$ cat config.mk
export PLATFORM = sky130hd
export DESIGN_NAME = hdr_loader
export DESIGN_NICKNAME = d
export VERILOG_FILES = /design/src/rtl/hdr_loader.sv
export SDC_FILE = /design/constraint.sdc
export NUM_CORES = 1
export LEC_CHECK = 0
export ABC_AREA = 1
export ABC_CLOCK_PERIOD_IN_PS = 3650
export BUFFER_PORTS_ARGS = -buffer_cell sky130_fd_sc_hd__buf_2
export CORE_MARGIN = 4
export CORE_UTILIZATION = 30
export CTS_CLUSTER_DIAMETER = 120
export DETAILED_ROUTE_END_ITERATION = 8
export HOLD_SLACK_MARGIN = 0.15
export PLACE_DENSITY_LB_ADDON = 0.12
export RECOVER_POWER = 50
export SYNTH_ARGS = -nofsm -noshare
export SYNTH_HDL_FRONTEND = slang
export SYNTH_SLANG_ARGS = --single-unit
$ cat constraint.sdc
create_clock -name clk -period 3.65 [get_ports clk]
set_clock_uncertainty 0.05 [all_clocks]
set_input_delay 0.9125 -clock clk [delete_from_list [all_inputs] [get_ports clk]]
set_output_delay 0.9125 -clock clk [all_outputs]
set_load 0.01 [all_outputs]
$ cat src/rtl/hdr_loader.sv
// hdr_loader: fetches one packet header from packet memory as 32-bit word
// reads, assembles it big-endian into a HDR_MAX_LEN-byte array, zero-pads the
// tail and pulses pkt_start_o to proc once proc_ready_i is high. The header
// stays stable until the next accepted load.
//
// Ports:
//   clk, rst        clock (rising edge), asynchronous active-low reset
//   load_i          one-cycle load request, accepted only while busy_o=0
//   base_addr_i     byte address of header byte 0
//   len_i           header length in bytes (0..HDR_MAX_LEN)
//   busy_o          high from the accepting edge through the pkt_start_o cycle
//   mem_ce_o/we_o/addr_o/width_o, mem_data_i   shared memory read port
//   proc_ready_i    proc ready; pkt_start_o one-cycle start pulse to proc
//   pkt_hdr_o       header bytes, index 0 first
//   err_o           bad-load flag (only meaningful with the macro below)
//
// Macro HDR_LOADER_CHECK_EN: when defined, a load with a misaligned base or
// len_i > HDR_MAX_LEN raises err_o and performs no reads. When undefined the
// low address bits are ignored, len_i is clamped and err_o stays 0.
`timescale 1ns/1ps

module hdr_loader #(
    parameter int HDR_MAX_LEN = 64,
    parameter int MEM_LATENCY = 1
) (
    input  logic                         clk,
    input  logic                         rst,
    input  logic                         load_i,
    input  logic [31:0]                  base_addr_i,
    input  logic [6:0]                   len_i,
    output logic                         busy_o,
    output logic                         mem_ce_o,
    output logic                         mem_we_o,
    output logic [31:0]                  mem_addr_o,
    output logic [3:0]                   mem_width_o,
    input  logic [31:0]                  mem_data_i,
    input  logic                         proc_ready_i,
    output logic                         pkt_start_o,
    output logic [HDR_MAX_LEN-1:0][7:0]  pkt_hdr_o,
    output logic                         err_o
);
    localparam int NWORDS = HDR_MAX_LEN / 4;
    localparam int IW     = 6;
    localparam int PW     = MEM_LATENCY * IW;

    typedef enum logic [2:0] {S_IDLE, S_READ, S_DRAIN, S_WAIT, S_ERR} state_t;

    state_t                            state;
    logic [6:0]                        hdr_len;
    logic [IW-1:0]                     nwords;
    logic [IW-1:0]                     cur_idx;   // word index of the request now on the bus
    logic [MEM_LATENCY-1:0]            vld_pipe;  // requests in flight, [MEM_LATENCY-1] returns now
    logic [MEM_LATENCY-1:0][IW-1:0]    idx_pipe;

    logic                              bad_load;
    logic [31:0]                       base_eff;
    logic [6:0]                        len_eff;
    logic [IW-1:0]                     nwords_in;
    logic [MEM_LATENCY-1:0]            vld_early;
    logic                              drain_done;

    assign mem_we_o    = 1'b0;
    assign mem_width_o = 4'd4;
    // Combinational so the pulse lands in the very first ready cycle.
    assign pkt_start_o = (state == S_WAIT) && proc_ready_i;

    always_comb begin
        bad_load = 1'b0;
`ifdef HDR_LOADER_CHECK_EN
        bad_load = (base_addr_i[1:0] != 2'b00) || (32'(len_i) > HDR_MAX_LEN);
`endif
        base_eff  = base_addr_i & 32'hFFFF_FFFC;
        len_eff   = (32'(len_i) > HDR_MAX_LEN) ? 7'(HDR_MAX_LEN) : len_i;
        nwords_in = IW'(({1'b0, len_eff} + 8'd3) >> 2);
    end

    // DRAIN may leave as soon as only the returning stage is occupied: that
    // word is captured on the same edge, so WAIT already sees the full header.
    assign vld_early  = vld_pipe << 1;
    assign drain_done = (vld_early == '0);

    always_ff @(posedge clk or negedge rst) begin
        if (!rst) begin
            state      <= S_IDLE;
            busy_o     <= 1'b0;
            mem_ce_o   <= 1'b0;
            mem_addr_o <= '0;
            err_o      <= 1'b0;
            pkt_hdr_o  <= '0;
            hdr_len    <= '0;
            nwords     <= '0;
            cur_idx    <= '0;
            vld_pipe   <= '0;
            idx_pipe   <= '0;
        end else begin
            vld_pipe <= MEM_LATENCY'({vld_pipe, mem_ce_o});
            idx_pipe <= PW'({idx_pipe, cur_idx});

            // Returning word: big-endian, bytes at or beyond hdr_len zeroed.
            if (vld_pipe[MEM_LATENCY-1]) begin
                for (int w = 0; w < NWORDS; w++) begin
                    if (idx_pipe[MEM_LATENCY-1] == IW'(w)) begin
                        for (int b = 0; b < 4; b++) begin
                            pkt_hdr_o[4*w+b] <= (4*w + b < int'(hdr_len)) ?
                                                mem_data_i[31-8*b -: 8] : 8'h00;
                        end
                    end
                end
            end

            case (state)
                S_IDLE: begin
                    if (load_i) begin
                        busy_o     <= 1'b1;
                        err_o      <= bad_load;
                        pkt_hdr_o  <= '0;
                        hdr_len    <= len_eff;
                        nwords     <= nwords_in;
                        mem_addr_o <= base_eff;
                        cur_idx    <= '0;
                        if (bad_load) begin
                            state <= S_ERR;
                        end else if (nwords_in == '0) begin
                            state <= S_WAIT;
                        end else begin
                            mem_ce_o <= 1'b1;
                            state    <= S_READ;
                        end
                    end
                end
                S_READ: begin
                    if (cur_idx + IW'(1) < nwords) begin
                        cur_idx    <= cur_idx + IW'(1);
                        mem_addr_o <= mem_addr_o + 32'd4;
                    end else begin
                        mem_ce_o <= 1'b0;
                        state    <= S_DRAIN;
                    end
                end
                S_DRAIN: begin
                    if (drain_done) state <= S_WAIT;
                end
                S_WAIT: begin
                    if (proc_ready_i) begin
                        busy_o <= 1'b0;
                        state  <= S_IDLE;
                    end
                end
                S_ERR: begin
                    busy_o <= 1'b0;
                    state  <= S_IDLE;
                end
                default: state <= S_IDLE;
            endcase
        end
    end

endmodule
==> impl_metrics.tcl <==
set metrics [dict create \
    outcome "finished with violations" \
    violations "capacitance limit, slew limit" \
    cts_buffers 72 \
    max_cap_viol_count 1 \
    final_hold_viol_count 0 \
    power.density_mw_per_mm2 684 \
    clockBufferDepth 3 \
    post_cts_resize_count 0 \
    holdWs_ns 0.378 \
    maxSlewHeadroom_pct -41.3 \
    routabilityCongestion 0.836 \
    synth_area_mm2 0.0257 \
    grt_antenna_before_repair 10 \
    arrival_ns 3.49 \
    hold_buffers 0 \
    p_leak_nw 16.8 \
    die_x_um 301 \
    synth.avg_cell_area_um2 8.65 \
    hold_class "register to register" \
    fp.dieH_um 301 \
    finalCritPeriodShare_pct 82.7 \
    insertion_delay_ns 0.60 \
    dpl_cell_area_mm2 0.0302 \
    fillerInstances 9040 \
    ir_drop_v 0.000408 \
    setup_ws_ns 0.633 \
    drtPass1Iterations 5 \
    worst_slew_pin_slew_ns 2.12 \
    overflow 0 \
    root_buffer "clkbuf_16" \
    grt_pass1_vias 23212 \
    die_area_mm2 0.0905 \
    crit_buf_inv 2 \
    fin_crit_ns 3.02 \
    fin_setup_tns_ns 0 \
    most-common-layout-cells "dfrtp_1 (572), nand2_1 (460), o21ai_0 (438), buf_2 (379), nor2_1 (346)" \
    min_path_cells 0 \
    synth_cell_types 34 \
    drc 0 \
    dp_slack_ns 0.796 \
    cp.required_ns 4.12 \
    crit_cells 6 \
    wl_um 124000 \
    viasPerCell 5.12 \
    area.growth.synth_to_final_pct 24.9 \
    criticalPathCategory "register to register" \
    cp-start-kind "register" \
    r2r.worst_path.cells 6 \
    rsz0062_at_grt "false" \
    std_cell_rows 107 \
    post_cts_buffers 0 \
    setup_viol 0 \
    reg2reg_slack_ns 0.63 \
    cts_tree "built" \
    drive_gt1_share_pct 16.9 \
    io_pins 628 \
    finalMaxSlewViolations 62 \
    slowest_delay_ns 0.95 \
    end_kind "register" \
    vias 24178 \
    grt_pass1_wl_um 175000 \
    yosysSeqAreaShare_pct 55.6 \
    cpMaxStageDelayCell "clkbuf_2" \
    ant_nets 0 \
    cp_max_fo 48 \
    io_buffers 617 \
    postSynthCellCount 2974 \
    final_common_cell "dfrtp_1" \
    finalInstanceArea_mm2 0.0321 \
    nets 3610 \
    clock.fmax_mhz 331 \
    wl_per_cell_um 26.2 \
    hpwl_um 87000 \
    core-area_mm2 0.0851 \
    cp_cell_sequence "inv_1 -> ha_1 -> nand2_1 -> clkbuf_2 -> o21ai_0 -> nor2_1" \
    drt_iter0_markers 1880 \
    htreeDepth 3 \
    synth_seq_cells 572 \
    clkTransAtPathRegs_ns 0.05 \
    grt_max_degree 126 \
    critPathTopFamily "buffers and inverters" \
    clock-sinks 572 \
    start_util_pct 30.2 \
    synth_warnings 0 \
    track_usage_pct 26.5 \
]
==> worst reg2reg max path, cell delays in order (launching register included) <==
cell      delay, ns
dfrtp_1        0.38
inv_1          0.09
ha_1           0.29
nand2_1        0.79
clkbuf_2       0.96
o21ai_0        0.22
nor2_1         0.16
==> registers in the layout, indices dropped and copies added, names as in the netlist <==
signal / flops
pkt_hdr_o: 512
busy_o: 1
cur_idx: 6
idx_pipe: 6
mem_ce_o: 1
state: 2
mem_addr_o: 30
hdr_len: 7
nwords: 6
vld_pipe: 1
==> worst paths after layout <==
path / to / start
max: pkt_hdr_o[377] / state[0]
min: idx_pipe[5] / cur_idx[5]
max reg2reg: pkt_hdr_o[377] / state[0]
min reg2reg: idx_pipe[5] / cur_idx[5]
max in group asynchronous: pkt_hdr_o[90] / rst
min in group asynchronous: pkt_hdr_o[147] / rst
==> per-layer routing <==
metal,part of all wire [%],routed length (µm),vias up,global-route usage [%]
met1,42,52400,12057,35.5
met4,3.7,4550,2,8.89
met5,0.010,13,-,0
met2,48,59300,822,43.4
met3,6.2,7650,187,4.74
li1,-,-,11110,-
==> power by group <==
| group | switching [mW] | internal (mW) |
|---|---|---|
| logic | 5.19 | 1.81 |
| clock network | 2.87 | 4.25 |
| registers | 0.700 | 7.16 |
==> logic make-up after synthesis <==
| family | share of synthesized area, % |
|---|---|
| buffers and inverters | 6.47 |
| DFF | 55.6 |
| and+or+nand+nor | 16.1 |
| xor gates and xnor gates | 0.341 |
| other | 0.0292 |
| AOI/OAI and AO/OA | 20.8 |
| adders and majority gates | 0.535 |
==> Yosys cell counts <==
| cell type | count | share of area, % |
|---|---|---|
| and3_1 | 1 | 0.024 |
| nand3_1 | 114 | 2.2 |
| nor3_4 | 1 | 0.063 |
| dfrtp_1 | 572 | 56 |
| nor3_1 | 25 | 0.49 |
| nand2_1 | 461 | 6.7 |
| a211oi_1 | 8 | 0.23 |
| nor2_2 | 10 | 0.24 |
| nor2_1 | 356 | 5.2 |
| conb_1 | 2 | 0.029 |
| xor2_1 | 8 | 0.27 |
| buf_1 | 24 | 0.35 |
| o211ai_1 | 63 | 1.8 |
| a21oi_2 | 6 | 0.20 |
| a21oi_1 | 299 | 5.8 |
| a31oi_1 | 2 | 0.049 |
| or2_2 | 5 | 0.12 |
| ha_1 | 11 | 0.54 |
| o22ai_1 | 2 | 0.049 |
| nor3_2 | 1 | 0.039 |
| inv_2 | 9 | 0.13 |
| clkbuf_1 | 157 | 2.3 |
| o21ai_1 | 22 | 0.43 |
| buf_4 | 8 | 0.23 |
| o211a_1 | 72 | 2.8 |
| inv_1 | 186 | 2.7 |
| o21ai_0 | 438 | 8.5 |
| nand3b_1 | 8 | 0.23 |
| buf_2 | 38 | 0.74 |
| nor2_4 | 1 | 0.044 |
| xnor2_1 | 2 | 0.068 |
| nand4_1 | 30 | 0.73 |
| clkinv_1 | 1 | 0.015 |
| a22oi_1 | 31 | 0.90 |
==> area by class of cell <==
cell class	instances	area (µm²)	share of cell area, %
clock buffer	107	2090	6.52
tap	1144	1430	4.45
timing repair buffer	697	3480	10.8
sequential	572	14300	44.5
clock inverter	19	216	0.673
multi-input combinational	1985	9850	30.7
antenna	4	10.0	0.0311
inverter	196	741	2.30
==> stage by stage <==
step | instances | total power, mW | util [%]
floorplan | 2980 | 11.7 | -
global placement | 4594 | 15.1 | 35.5
detailed placement | 4594 | 15.1 | 35.5
CTS | 4720 | 22.3 | 38.2
global route | 4721 | 23.2 | 37.7
finish | 4724 | 22.0 | 37.7
No activity file was read; power rests on OpenSTA's default activity.
